==> src/rtl/pipeline_sequencer.sv <==
// Four-stage command sequencer (FETCH/DECODE/EXECUTE/STORE) fed by a small FIFO.
// One command is in flight at a time; STORE hands off directly to the next queued command.
module pipeline_sequencer #(
    parameter int DEPTH = 4,
    parameter int ID_W  = 4
) (
    input  logic                   clk,
    input  logic                   rst_n,
    input  logic                   cmd_valid,
    input  logic [ID_W-1:0]        cmd_id,
    output logic                   cmd_ready,
    input  logic                   stall,
    input  logic                   exec_done,
    input  logic                   flush,
    output logic [3:0]             stage,
    output logic [ID_W-1:0]        cur_id,
    output logic                   busy,
    output logic                   retire_valid,
    output logic [ID_W-1:0]        retire_id,
    output logic [$clog2(DEPTH):0] fifo_count,
    output logic [15:0]            retired_cnt
);

    localparam int PTR_W = $clog2(DEPTH);
    localparam int CNT_W = PTR_W + 1;
    localparam logic [CNT_W-1:0] DEPTH_C  = CNT_W'(DEPTH);
    localparam logic [CNT_W-1:0] CNT_ZERO = {CNT_W{1'b0}};
    localparam logic [CNT_W-1:0] CNT_ONE  = CNT_W'(1'b1);
    localparam logic [PTR_W-1:0] PTR_ZERO = {PTR_W{1'b0}};
    localparam logic [PTR_W-1:0] PTR_ONE  = PTR_W'(1'b1);

    typedef enum logic [2:0] {
        ST_IDLE    = 3'd0,
        ST_FETCH   = 3'd1,
        ST_DECODE  = 3'd2,
        ST_EXECUTE = 3'd3,
        ST_STORE   = 3'd4
    } state_t;

    state_t            state_r;
    state_t            state_nxt_s;
    logic [ID_W-1:0]   mem_r [DEPTH];
    logic [PTR_W-1:0]  wr_ptr_r;
    logic [PTR_W-1:0]  rd_ptr_r;
    logic [CNT_W-1:0]  count_r;
    logic [ID_W-1:0]   cur_id_r;
    logic              retire_valid_r;
    logic [ID_W-1:0]   retire_id_r;
    logic [15:0]       retired_cnt_r;
    logic              push_s;
    logic              pop_s;
    logic              retire_s;

    // Ready is forced low while reset is held, independent of the clock.
    assign cmd_ready = rst_n & (count_r < DEPTH_C) & ~flush;
    assign push_s    = cmd_valid & cmd_ready;

    // Next-state, pop and retire decisions; flush outranks stall, which outranks progress.
    always_comb begin
        state_nxt_s = state_r;
        pop_s       = 1'b0;
        retire_s    = 1'b0;
        if (flush) begin
            state_nxt_s = ST_IDLE;
        end else if (stall) begin
            state_nxt_s = state_r;
        end else begin
            case (state_r)
                ST_IDLE: begin
                    if (count_r != CNT_ZERO) begin
                        pop_s       = 1'b1;
                        state_nxt_s = ST_FETCH;
                    end else begin
                        state_nxt_s = ST_IDLE;
                    end
                end
                ST_FETCH:  state_nxt_s = ST_DECODE;
                ST_DECODE: state_nxt_s = ST_EXECUTE;
                ST_EXECUTE: begin
                    if (exec_done) begin
                        state_nxt_s = ST_STORE;
                    end else begin
                        state_nxt_s = ST_EXECUTE;
                    end
                end
                ST_STORE: begin
                    retire_s = 1'b1;
                    if (count_r != CNT_ZERO) begin
                        pop_s       = 1'b1;
                        state_nxt_s = ST_FETCH;
                    end else begin
                        state_nxt_s = ST_IDLE;
                    end
                end
                default: state_nxt_s = ST_IDLE;
            endcase
        end
    end

    // Stage and busy decode straight from the state register.
    always_comb begin
        stage = 4'b0000;
        case (state_r)
            ST_FETCH:   stage = 4'b0001;
            ST_DECODE:  stage = 4'b0010;
            ST_EXECUTE: stage = 4'b0100;
            ST_STORE:   stage = 4'b1000;
            default:    stage = 4'b0000;
        endcase
    end

    assign busy         = (state_r != ST_IDLE);
    assign cur_id       = cur_id_r;
    assign retire_valid = retire_valid_r;
    assign retire_id    = retire_id_r;
    assign fifo_count   = count_r;
    assign retired_cnt  = retired_cnt_r;

    // FIFO storage; entries need no reset since count gates every read.
    always_ff @(posedge clk) begin
        if (push_s) begin
            mem_r[wr_ptr_r] <= cmd_id;
        end
    end

    // FIFO pointers and occupancy; simultaneous push and pop leaves the count unchanged.
    always_ff @(posedge clk or negedge rst_n) begin
        if (!rst_n) begin
            wr_ptr_r <= PTR_ZERO;
            rd_ptr_r <= PTR_ZERO;
            count_r  <= CNT_ZERO;
        end else if (flush) begin
            wr_ptr_r <= PTR_ZERO;
            rd_ptr_r <= PTR_ZERO;
            count_r  <= CNT_ZERO;
        end else begin
            if (push_s) begin
                wr_ptr_r <= wr_ptr_r + PTR_ONE;
            end
            if (pop_s) begin
                rd_ptr_r <= rd_ptr_r + PTR_ONE;
            end
            case ({push_s, pop_s})
                2'b10:   count_r <= count_r + CNT_ONE;
                2'b01:   count_r <= count_r - CNT_ONE;
                default: count_r <= count_r;
            endcase
        end
    end

    // Sequencer state, in-flight ID and retire bookkeeping.
    always_ff @(posedge clk or negedge rst_n) begin
        if (!rst_n) begin
            state_r        <= ST_IDLE;
            cur_id_r       <= {ID_W{1'b0}};
            retire_valid_r <= 1'b0;
            retire_id_r    <= {ID_W{1'b0}};
            retired_cnt_r  <= 16'h0000;
        end else begin
            state_r        <= state_nxt_s;
            retire_valid_r <= retire_s;
            if (pop_s) begin
                cur_id_r <= mem_r[rd_ptr_r];
            end
            if (retire_s) begin
                retire_id_r   <= cur_id_r;
                retired_cnt_r <= retired_cnt_r + 16'h0001;
            end
        end
    end

endmodule

==> config.mk <==
export PLATFORM = sky130hd
export DESIGN_NAME = pipeline_sequencer
export DESIGN_NICKNAME = d
export VERILOG_FILES = /design/src/rtl/pipeline_sequencer.sv
export SDC_FILE = /design/constraint.sdc
export NUM_CORES = 1
export LEC_CHECK = 0
export CORE_ASPECT_RATIO = 0.8
export CORE_UTILIZATION = 43
export DETAILED_ROUTE_END_ITERATION = 10
export PLACE_DENSITY_LB_ADDON = 0.1
export SLEW_MARGIN = 30
export SYNTH_ARGS = -nofsm -noshare
export SYNTH_HDL_FRONTEND = slang
export SYNTH_SLANG_ARGS = --single-unit
==> constraint.sdc <==
create_clock -name clk -period 2.15 [get_ports clk]
set_clock_uncertainty 0.05 [all_clocks]
set_input_delay 0.43 -clock clk [delete_from_list [all_inputs] [get_ports clk]]
set_output_delay 0.43 -clock clk [all_outputs]
set_load 0.05 [all_outputs]
==> impl_metrics.csv <==
group,metric,value,unit
final_layout,final_util,60.5,%
critical_path,r2r_setup_slack,0.05,ns
critical_path,crit_chain,"clkdlybuf4s50_1",
yosys,synth_edf_count,16,
yosys,ys.flop_type,"dfrtp_1",
sta,worst_pin_slew,0.520,ns
critical_path,crit_fanout,5,
critical_path,startpoint,"retired_cnt[2]",
clocking,cts-buffers-inserted,5,
detailed_routing,drcViolationCount,11,
final_layout,layout-drive-gt1-share,23.6,%
critical_path,critPathLaunchType,"register",
clocking,h-tree-depth,2,
detailed_routing,vias_per_cell,5.28,
critical_path,critPathSlowestCell,"clkdlybuf4s50_1",
clocking,clkTransAtPathRegs,0.09,ns
yosys,synth_seq_area_share,57.9,%
critical_path,cp.arrival,1.65,ns
yosys,syn_nets,199,
min_path,min_path_type,"input pin to asynchronous set/reset pin",
critical_path,endpoint,"retired_cnt[2]",
yosys,yosys.cell_types.count,40,
final_layout,final_cell_mix,"34 x clkdlybuf4s50_1, 32 x dfrtp_1, 21 x buf_4",
sta,grt_setup_unrepaired,"true",
grt,globalRouteOverflowTotal,0,
critical_path,critical-path-max-stage-delay,0.87,ns
critical_path,critPathCaptureType,"primary output",
final_layout,layout.area.seq,1360,sq um
sta,min_period,2.13,ns
sta,setup_viol,0,
power_and_ir_drop,cellPowerDensity,813,nW/um^2
critical_path,cp.depth,1,
detailed_routing,via_count,1606,
place,place_inst,295,
sta,fin_setup_tns,0,ns
place,gp_congestion,0.863,
outcome,status,"finished with violations",
detailed_routing,antenna_left,0,
sta,slew_headroom,65.2,%
run,maxCapViolations,0,
floorplan,pin_count,44,
critical_path,crit_family,"buffers and inverters",
sta,slew_violations,0,
grt,grt_antenna_before_repair,0,
critical_path,reg2reg_depth,6,
grt,grt_pass1_wl,7.71,mm
yosys,synthCells,183,
sta,fin_crit_sh,98.8,%
final_layout,fillers,406,
detailed_routing,post_drt_wl_per_cell,15.4,um
floorplan,fp.dieArea,5750,sq um
clocking,root_buffer,"clkbuf_8",
critical_path,rr_startpoint,"fifo_count[0]",
critical_path,path_class,"register to primary output",
critical_path,path_buf_inv,1,
clocking,cts_tree,"built",
yosys,synthesis.area,2340,sq um
critical_path,crit_required,1.67,ns
floorplan,start_util,45.7,%
clocking,clkLatencyLatePin,0.30,ns
final_layout,layout_commonest_cell,"clkdlybuf4s50_1",
yosys,avgSynthCellArea,12.8,sq um
detailed_routing,totalWireLength,4.67,mm
floorplan,coreArea,5120,sq um
clocking,ctsHoldBuffers,0,
floorplan,die_w,84.5,um
grt,grt_max_degree,37,
clocking,cts.path.max_buffers,2,
final_layout,final-instance-count-excl-fill,304,
place,dp_hpwl,3.52,mm
detailed_routing,drt_iter0_markers,73,
yosys,yosys_register_bits,51,
final_layout,multi_input_area,940,sq um
final_layout,area_delta_synth_final,32.3,%
critical_path,r2r-end,"fifo_count[1]",
grt,track_usage,17.8,%
clocking,cts_sinks,51,
final_layout,final_nets,257,
outcome,violations,"design-rule violations",
final_layout,antennaDiodeCount,0,
place,io_buffers,43,
floorplan,dieHeight,68.0,um
yosys,synth_warnings,0,
sta,fmaxAchievable,471,MHz
detailed_routing,first_pass_iters,9,
power_and_ir_drop,power.leakage,0.00134,uW
floorplan,rows,23,
yosys,async_flop_share,68.6,%
grt,grt_pass1_vias,1628,
sta,hold_viol,0,
power_and_ir_drop,vdd_drop_max,0.410,mV
==> routing by layer <==
metal  GRT usage [%]  wire, um
met1            23.6      2210
met2            28.9      2180
met3            5.55       239
met4            5.08        44
met5               0         0
==> timing repair <==
action                                  in CTS  in global routing
setup buffers                                1                  0
hold endpoints to repair                     0                  0
endpoints found under the setup margin       1                  2
pin swaps                                    3                  2
gates resized for setup                      2                  1
==> sequential cells by signal, summed over array words and instances (netlist names) <==
register	cells
retired_cnt	16
wr_ptr_r	2
mem_r	16
state_r	3
cur_id	4
rd_ptr_r	2
retire_valid	1
fifo_count	3
retire_id	4
==> cells by family after synthesis <==
family,synth area share (%)
xor gates and xnor gates,7.70
DFF,57.9
AOI/OAI and AO/OA,2.51
buffers and inverters,3.37
muxes,6.25
and+or+nand+nor,18.7
adders and majority gates,3.53
==> synthesized netlist by cell type (2+ instances only) <==
master | count | area share [%]
clkbuf_1 | 4 | 0.64
a31oi_1 | 2 | 0.53
xor2_1 | 3 | 1.1
and4_1 | 3 | 1.1
buf_6 | 2 | 0.96
or4b_1 | 2 | 0.86
and2_1 | 7 | 1.9
nor3_1 | 3 | 0.64
mux2_2 | 5 | 2.4
edfxtp_1 | 16 | 21
nand4_1 | 5 | 1.3
nand3_1 | 7 | 1.5
dfrtp_1 | 35 | 37
a21oi_1 | 2 | 0.43
inv_1 | 5 | 0.80
xnor2_1 | 13 | 4.9
a211oi_1 | 2 | 0.64
ha_1 | 5 | 2.7
mux4_2 | 4 | 3.8
and3_1 | 3 | 0.80
or3_1 | 3 | 0.80
buf_2 | 2 | 0.43
nor2_1 | 12 | 1.9
nand4b_1 | 2 | 0.75
nand2_1 | 21 | 3.4
==> metrics by stage <==
| step | power [uW] | setup WS (ns) | area (sq um) | hold slack [ns] |
|---|---|---|---|---|
| 2_1_floorplan | 1590 | -0.167 | 2390 | 0.0844 |
| 3_3_place_gp | 1830 | -0.275 | 2960 | 0.409 |
| 3_5_place_dp | 1850 | -0.343 | 2960 | 0.422 |
| 4_1_cts | 2540 | 0.0184 | 3090 | 0.189 |
| 5_1_grt | 2620 | -0.00708 | 3100 | 0.212 |
| 6_report | 2520 | 0.0249 | 3100 | 0.177 |
==> where the power goes <==
| part | internal (uW) | switching, uW |
|---|---|---|
| clock network | 353 | 328 |
| logic | 303 | 392 |
| registers | 1070 | 69.3 |
==> worst min-delay path by stage <==
stage	start	endpoint	slack (ns)	cells after the start
after floorplan	rst_n	cur_id[0]	0.08	0
after detailed placement	retire_id[2]	retire_id[2]	0.42	2
final	rst_n	cur_id[1]	0.18	2
after global routing	rst_n	wr_ptr_r[1]	0.21	2
after global placement	retired_cnt[15]	retired_cnt[15]	0.41	1
after CTS	rst_n	retire_id[2]	0.19	2
==> final cells by class <==
type | count | share of cell area [%]
sequential | 51 | 43.9
inverter | 6 | 0.889
tap | 62 | 2.51
clock buffer | 5 | 2.22
timing repair buffer | 60 | 18.6
multi-input combinational | 117 | 30.3
clock inverter | 3 | 1.54
==> worst register-to-register path: stages, from the launching register on <==
cell and delay [ns]:
dfrtp_2 0.41, or3_4 0.40, nand2_4 0.08, nor3_4 0.04, fa_2 0.53, or4b_1 0.43, nand4_1 0.09
No activity file was read; power rests on OpenSTA's default activity.
